`src/rtl/fpu_issue_ctrl_if.sv`:
```
// Request/response channel between the core and the Fpu issue controller.
// master = core side, slave = fpu_issue_ctrl.
interface fpu_issue_ctrl_if #(parameter int TAG_W = 4);
  logic             req_valid;
  logic             req_ready;
  logic [2:0]       req_op;
  logic [63:0]      req_a;
  logic [63:0]      req_b;
  logic [63:0]      req_c;
  logic [TAG_W-1:0] req_tag;
  logic             rsp_valid;
  logic             rsp_ready;
  logic [63:0]      rsp_data;
  logic             rsp_err;
  logic [TAG_W-1:0] rsp_tag;

  modport master (
    output req_valid, req_op, req_a, req_b, req_c, req_tag, rsp_ready,
    input  req_ready, rsp_valid, rsp_data, rsp_err, rsp_tag
  );

  modport slave (
    input  req_valid, req_op, req_a, req_b, req_c, req_tag, rsp_ready,
    output req_ready, rsp_valid, rsp_data, rsp_err, rsp_tag
  );
endinterface

```
`src/rtl/fpu_issue_ctrl.sv`:
```
// Issues one MAD/DIV op at a time to the Fpu, tracks the divider busy handshake
// and returns a single tagged result (with error flag) per request.
module fpu_issue_ctrl #(
  parameter int TAG_W       = 4,
  parameter int DIV_TIMEOUT = 80
) (
  input  logic        clk,
  input  logic        reset,
  fpu_issue_ctrl_if.slave bus,
  output logic        fpu_mul_div,
  output logic        fpu_neg_a,
  output logic        fpu_neg_c,
  output logic [63:0] fpu_a,
  output logic [63:0] fpu_b,
  output logic [63:0] fpu_c,
  input  logic        fpu_busy,
  input  logic [63:0] fpu_res
);
  localparam int CNT_W = $clog2(DIV_TIMEOUT + 1);
  localparam logic [63:0] SAT_POS = 64'h7FFF_FFFF_FFFF_FFFF;
  localparam logic [63:0] SAT_NEG = 64'h8000_0000_0000_0000;

  typedef enum logic [2:0] {IDLE, MAD, DIV_LAUNCH, DIV_WAIT, RESP} state_t;

  state_t           state, state_nxt;
  logic [CNT_W-1:0] to_cnt;
  logic             accept;
  logic             op_illegal, op_div, div_zero, timeout;
  logic [63:0]      eff_a;

  assign accept     = bus.req_valid & bus.req_ready;
  assign op_illegal = bus.req_op[2] & bus.req_op[1];
  assign op_div     = bus.req_op[2] & ~bus.req_op[1];
  assign div_zero   = (bus.req_b == 64'd0);
  // Saturation sign follows the operand after NDIV negation (most-negative wraps to itself)
  assign eff_a      = (bus.req_op == 3'd5) ? (64'd0 - bus.req_a) : bus.req_a;
  assign timeout    = (to_cnt == CNT_W'(DIV_TIMEOUT - 1));

  always_ff @(posedge clk) begin
    if (reset) state <= IDLE;
    else       state <= state_nxt;
  end

  always_comb begin
    state_nxt = state;
    case (state)
      IDLE: if (accept) begin
        if (!bus.req_op[2])          state_nxt = MAD;
        else if (op_illegal)         state_nxt = RESP;
        else if (div_zero)           state_nxt = RESP;
        else                         state_nxt = DIV_LAUNCH;
      end
      MAD:        state_nxt = RESP;
      DIV_LAUNCH: state_nxt = DIV_WAIT;
      DIV_WAIT:   if (!fpu_busy || timeout) state_nxt = RESP;
      RESP:       if (bus.rsp_ready) state_nxt = IDLE;
      default:    state_nxt = IDLE;
    endcase
  end

  // Busy gating keeps a stray (relaunched or orphaned) division from overlapping a new issue
  always_comb begin
    bus.req_ready = (state == IDLE) & ~fpu_busy & ~reset;
    bus.rsp_valid = (state == RESP) & ~reset;
    fpu_mul_div   = ((state == DIV_LAUNCH) | (state == DIV_WAIT)) & ~reset;
  end

  always_ff @(posedge clk) begin
    if (reset) begin
      fpu_a        <= '0;
      fpu_b        <= '0;
      fpu_c        <= '0;
      fpu_neg_a    <= 1'b0;
      fpu_neg_c    <= 1'b0;
      bus.rsp_data <= '0;
      bus.rsp_err  <= 1'b0;
      bus.rsp_tag  <= '0;
      to_cnt       <= '0;
    end else begin
      case (state)
        IDLE: if (accept) begin
          fpu_a       <= bus.req_a;
          fpu_b       <= bus.req_b;
          fpu_c       <= bus.req_c;
          fpu_neg_a   <= (bus.req_op == 3'd2) | (bus.req_op == 3'd3) | (bus.req_op == 3'd5);
          fpu_neg_c   <= (bus.req_op == 3'd1) | (bus.req_op == 3'd3);
          bus.rsp_tag <= bus.req_tag;
          to_cnt      <= '0;
          if (op_illegal) begin
            bus.rsp_err  <= 1'b1;
            bus.rsp_data <= '0;
          end else if (op_div && div_zero) begin
            bus.rsp_err  <= 1'b1;
            bus.rsp_data <= eff_a[63] ? SAT_NEG : SAT_POS;
          end else begin
            bus.rsp_err  <= 1'b0;
          end
        end
        MAD: bus.rsp_data <= fpu_res;
        DIV_LAUNCH: to_cnt <= to_cnt + CNT_W'(1);
        DIV_WAIT: begin
          to_cnt <= to_cnt + CNT_W'(1);
          if (!fpu_busy) begin
            bus.rsp_data <= fpu_res;
          end else if (timeout) begin
            bus.rsp_err  <= 1'b1;
            bus.rsp_data <= '0;
          end
        end
        default: ;
      endcase
    end
  end
endmodule
```
`src/flat_wrapper.sv`:
```
// flat-port wrapper written by rule: the top's interface ports become plain ports
module fpu_issue_ctrl_flat 
#(
  parameter int TAG_W       = 4,
  parameter int DIV_TIMEOUT = 80
)
  (clk, reset, fpu_mul_div, fpu_neg_a, fpu_neg_c, fpu_a, fpu_b, fpu_c, fpu_busy, fpu_res, bus_req_valid, bus_req_op, bus_req_a, bus_req_b, bus_req_c, bus_req_tag, bus_rsp_ready, bus_req_ready, bus_rsp_valid, bus_rsp_data, bus_rsp_err, bus_rsp_tag);
  fpu_issue_ctrl_if #(.TAG_W(TAG_W)) bus_i ();
  input  logic clk;
  input  logic reset;
  output logic fpu_mul_div;
  output logic fpu_neg_a;
  output logic fpu_neg_c;
  output logic [63:0] fpu_a;
  output logic [63:0] fpu_b;
  output logic [63:0] fpu_c;
  input  logic fpu_busy;
  input  logic [63:0] fpu_res;
  input wire logic [$bits(bus_i.req_valid)-1:0] bus_req_valid;
  input wire logic [$bits(bus_i.req_op)-1:0] bus_req_op;
  input wire logic [$bits(bus_i.req_a)-1:0] bus_req_a;
  input wire logic [$bits(bus_i.req_b)-1:0] bus_req_b;
  input wire logic [$bits(bus_i.req_c)-1:0] bus_req_c;
  input wire logic [$bits(bus_i.req_tag)-1:0] bus_req_tag;
  input wire logic [$bits(bus_i.rsp_ready)-1:0] bus_rsp_ready;
  output wire logic [$bits(bus_i.req_ready)-1:0] bus_req_ready;
  output wire logic [$bits(bus_i.rsp_valid)-1:0] bus_rsp_valid;
  output wire logic [$bits(bus_i.rsp_data)-1:0] bus_rsp_data;
  output wire logic [$bits(bus_i.rsp_err)-1:0] bus_rsp_err;
  output wire logic [$bits(bus_i.rsp_tag)-1:0] bus_rsp_tag;
  assign bus_i.req_valid = bus_req_valid;
  assign bus_i.req_op = bus_req_op;
  assign bus_i.req_a = bus_req_a;
  assign bus_i.req_b = bus_req_b;
  assign bus_i.req_c = bus_req_c;
  assign bus_i.req_tag = bus_req_tag;
  assign bus_i.rsp_ready = bus_rsp_ready;
  assign bus_req_ready = bus_i.req_ready;
  assign bus_rsp_valid = bus_i.rsp_valid;
  assign bus_rsp_data = bus_i.rsp_data;
  assign bus_rsp_err = bus_i.rsp_err;
  assign bus_rsp_tag = bus_i.rsp_tag;
  fpu_issue_ctrl #(.TAG_W(TAG_W), .DIV_TIMEOUT(DIV_TIMEOUT)) u_core (.clk(clk), .reset(reset), .bus(bus_i), .fpu_mul_div(fpu_mul_div), .fpu_neg_a(fpu_neg_a), .fpu_neg_c(fpu_neg_c), .fpu_a(fpu_a), .fpu_b(fpu_b), .fpu_c(fpu_c), .fpu_busy(fpu_busy), .fpu_res(fpu_res));
endmodule
```
`config.mk`:
```
export PLATFORM = sky130hd
export DESIGN_NAME = fpu_issue_ctrl_flat
export DESIGN_NICKNAME = d
export VERILOG_FILES = /design/src/rtl/fpu_issue_ctrl_if.sv /design/src/rtl/fpu_issue_ctrl.sv /design/src/flat_wrapper.sv
export SDC_FILE = /design/constraint.sdc
export NUM_CORES = 1
export LEC_CHECK = 0
export CAP_MARGIN = 25
export CELL_PAD_IN_SITES_DETAIL_PLACEMENT = 2
export CELL_PAD_IN_SITES_GLOBAL_PLACEMENT = 2
export CORE_ASPECT_RATIO = 0.8
export CORE_MARGIN = 2
export CORE_UTILIZATION = 21
export CTS_CLUSTER_SIZE = 30
export DETAILED_ROUTE_END_ITERATION = 8
export GPL_ROUTABILITY_DRIVEN = 0
export HOLD_SLACK_MARGIN = 0.12
export PLACE_DENSITY = 0.82
export SYNTH_ARGS = -nofsm -noshare
export SYNTH_HDL_FRONTEND = slang
export SYNTH_SLANG_ARGS = --single-unit
```
`constraint.sdc`:
```
create_clock -name clk -period 2.9 [get_ports clk]
set_input_delay 0.29 -clock clk [delete_from_list [all_inputs] [get_ports clk]]
set_output_delay 0.29 -clock clk [all_outputs]
set_load 0.005 [all_outputs]
```
==> run metrics <==
antenna violations before repair=8; final instance area=0.01719 sq mm; largest net degree at the start of global routing=103; H-tree depth=1; WS Path Type=register to primary output; Req. time, crit path=2.61 ns; vias in the first global route=12,180; CTS clock-pin slew for the worst setup and hold paths=0.06 ns; vias per cell=4.574; Starting Density=about a fifth; CTS tree=yes; CP Capture Type=primary output; drc violations=0; Fillers=5,266; global-route wire length before repair=74.36 mm; antenna-violating nets left=0; syn_nets=1,550; deepest clock path buffer count=3; Hold Buf Count CTS=1; Final Critical Period=2.635 ns; # nets final=2,049; Slew headroom=between 20 and 30%; Core Region=~0.047 sq mm; post-synthesis cell type count=39; layout cells sized above 1=4.889%; hold path cells=3; max-cap violation count=0; Post-synth EDFFs=0; routed wire length=48.87 mm; Routed WL per cell=20.14 um; worst-path fanout max=14; worst hold slack=0.2586 ns; netlist area before placement=0.01011 sq mm; cell row count=71; CTS Buf Count=31; Worst path max stage delay=approximately 0.66 ns; top_reg_cell synth=dfxtp_1; VDD IR-drop max=0.4438 mV; LEAKAGE=0.005705 uW; largest cells by area after synthesis=dfxtp_1, nand2_1, a21oi_1; top cell type's share of synthesized area=54.05%; Top Ports=approximately 530; Avg Inst Size Synth=7.893 sq um; Post-CTS Setup Inserts=0; final worst slack=0.2646 ns; worst path arrival time=2.35 ns; power density cells=560.4 mW/mm^2; post-cts sizing count=0; R2R cell count=8; Worst Hold Class=input port to register; Root Driver=clkbuf_16; CTS Sinks=273; worst skew pair latency=0.58 ns; total power=9632 uW; Port-buffer cells=~530; #FFs+latches synth=273; Congestion Overflow GR=0; skew final=0.02134 ns; Global Route Usage Sum=18.88%; Post-Syn Instances=1,281; Placed Area=around 0.016 sq mm; crit path launch type=register; number of synthesis warnings=0; Fmax achieved=0.3794 GHz; full die area=between 0.04 and 0.05 sq mm; Critical Path, Cell by Cell=nand2_1, nor2_1, clkdlybuf4s50_1; Die H=200.3 um; Slew @ Worst Pin=1.056 ns; Slew Viols, Final=0; Post-synth ARST share=0%; proportion of synthesized chip area in sequential cells=a little over half; number of detailed-route iterations in the first pass=4; Fin. Hold Viols=0; Die Wd=249.3 um; period utilisation layout=slightly above 90%; Area Growth Syn to Fin=69.99%; via count=11,100; final setup vio count=0; status=complete, no violations; pre-CTS WS=-0.1910 ns; drt initial violations=442; Slowest-stage cell, CP=dfxtp_1; post-synth top area cell=dfxtp_1; Post-DP HPWL=roughly 36 mm; unrepaired setup endpoints after global routing=no
-- path summary, 6_finish.rpt --
check / from / end / slack, ns
max: u_core.state[1]$_SDFFE_PP0P_ / fpu_mul_div / 0.26
min: bus_req_c[50] / u_core.fpu_c[50]$_SDFFE_PP0P_ / 0.26
max reg2reg: u_core.to_cnt[0]$_SDFFE_PP0P_ / u_core.bus.rsp_data[51]$_SDFFE_PP0P_ / 0.72
min reg2reg: u_core.fpu_c[28]$_SDFFE_PP0P_ / u_core.fpu_c[28]$_SDFFE_PP0P_ / 0.45
-- power by group --
part	switching, uW	internal, uW
Clock	1640	2340
Combinational	718	858
Sequential	120	3950
-- sequential cells by signal, indices dropped and copies added, names as in the netlist --
name and count:
u_core.bus.rsp_data 64, u_core.fpu_a 64, u_core.fpu_b 64, u_core.fpu_c 64
u_core.to_cnt 7, u_core.bus.rsp_tag 4, u_core.state 3, u_core.bus.rsp_err 1
u_core.fpu_neg_a 1, u_core.fpu_neg_c 1
-- metrics by stage --
| stage | utilization (%) | TNS, ns | std cells |
|---|---|---|---|
| 3_5_place_dp | 34.14 | -9.810 | 2365 |
| 6_report | 36.37 | 0 | 2426 |
| 4_1_cts | 36.28 | 0 | 2419 |
| 2_1_floorplan | - | 0 | 1281 |
| 5_1_grt | 36.36 | 0 | 2424 |
| 3_3_place_gp | 34.14 | -8.768 | 2365 |
-- area by class of cell --
| type | instances | area (sq um) | area share (%) |
|---|---|---|---|
| Antenna cell | 6 | 15.01 | 0.08736 |
| Inverter | 4 | 15.01 | 0.08736 |
| Timing Repair Buffer | 562 | 5667 | 32.97 |
| Sequential cell | 273 | 5465 | 31.80 |
| Tap cell | 620 | 775.7 | 4.513 |
| Clock buffer | 44 | 874.6 | 5.088 |
| Multi-Input combinational cell | 908 | 4248 | 24.71 |
| Clock inverter | 9 | 127.6 | 0.7425 |
-- layer usage --
metal	routed length (um)	vias up	global-route usage, %
met3	3782	80	6.615
met4	1481	4	5.938
met2	23850	354	33.44
met1	19730	5387	21.15
met5	29	-	0
li1	-	5271	-
-- worst max-delay path, delay by kind of cell (launching register included) --
family                 cells  cell delay [ns]
buffers and inverters      1             0.56
flip-flops                 1             0.66
AND/OR/NAND/NOR            2             0.54
-- synth_stat cells (3+ instances only) --
library cell and instances:
nand2_1 464, dfxtp_1 273, a21oi_1 203, clkbuf_1 83, nor2_1 83, a211oi_1 60, nor4_1 33, nand4_1 8
buf_2 6, buf_6 6, nand3_1 6, o21ai_0 6, a211oi_2 4, inv_1 4, nand2b_1 4, nor3_1 4
a311oi_1 3, and3_1 3, nor3b_1 3
-- cells in the final DEF, fill, tap and decap left out, drive strengths merged, types with 2 or more instances in the layout --
cell type and count:
nor3b 4, clkbuf 45, nand2b 4, a311oi 3, bufinv 3, a21o 2
nor2 83, and3 3, nand2 464, nor3 5, nor4 33, buf 28
a211oi 64, a21oi 203, dfxtp 273, inv 5, o21a 2, a22oi 2
nand3b 2, diode 6, clkdlybuf4s50 532, nand4 8, and2 2, clkinv 5
o21ai 6, nand3 6
-- cell families after synthesis --
logic type | count (synthesis) | synth area share [%]
flip-flops | 273 | 54.05
buffers and inverters | 100 | 4.232
multiplexers | 2 | 0.2104
AND/OR/NAND/NOR | 618 | 24.97
adder cells (fa/ha/maj) | 1 | 0.1237
AO/OA/AOI/OAI | 287 | 16.41
(Power assumes the default switching activity.)
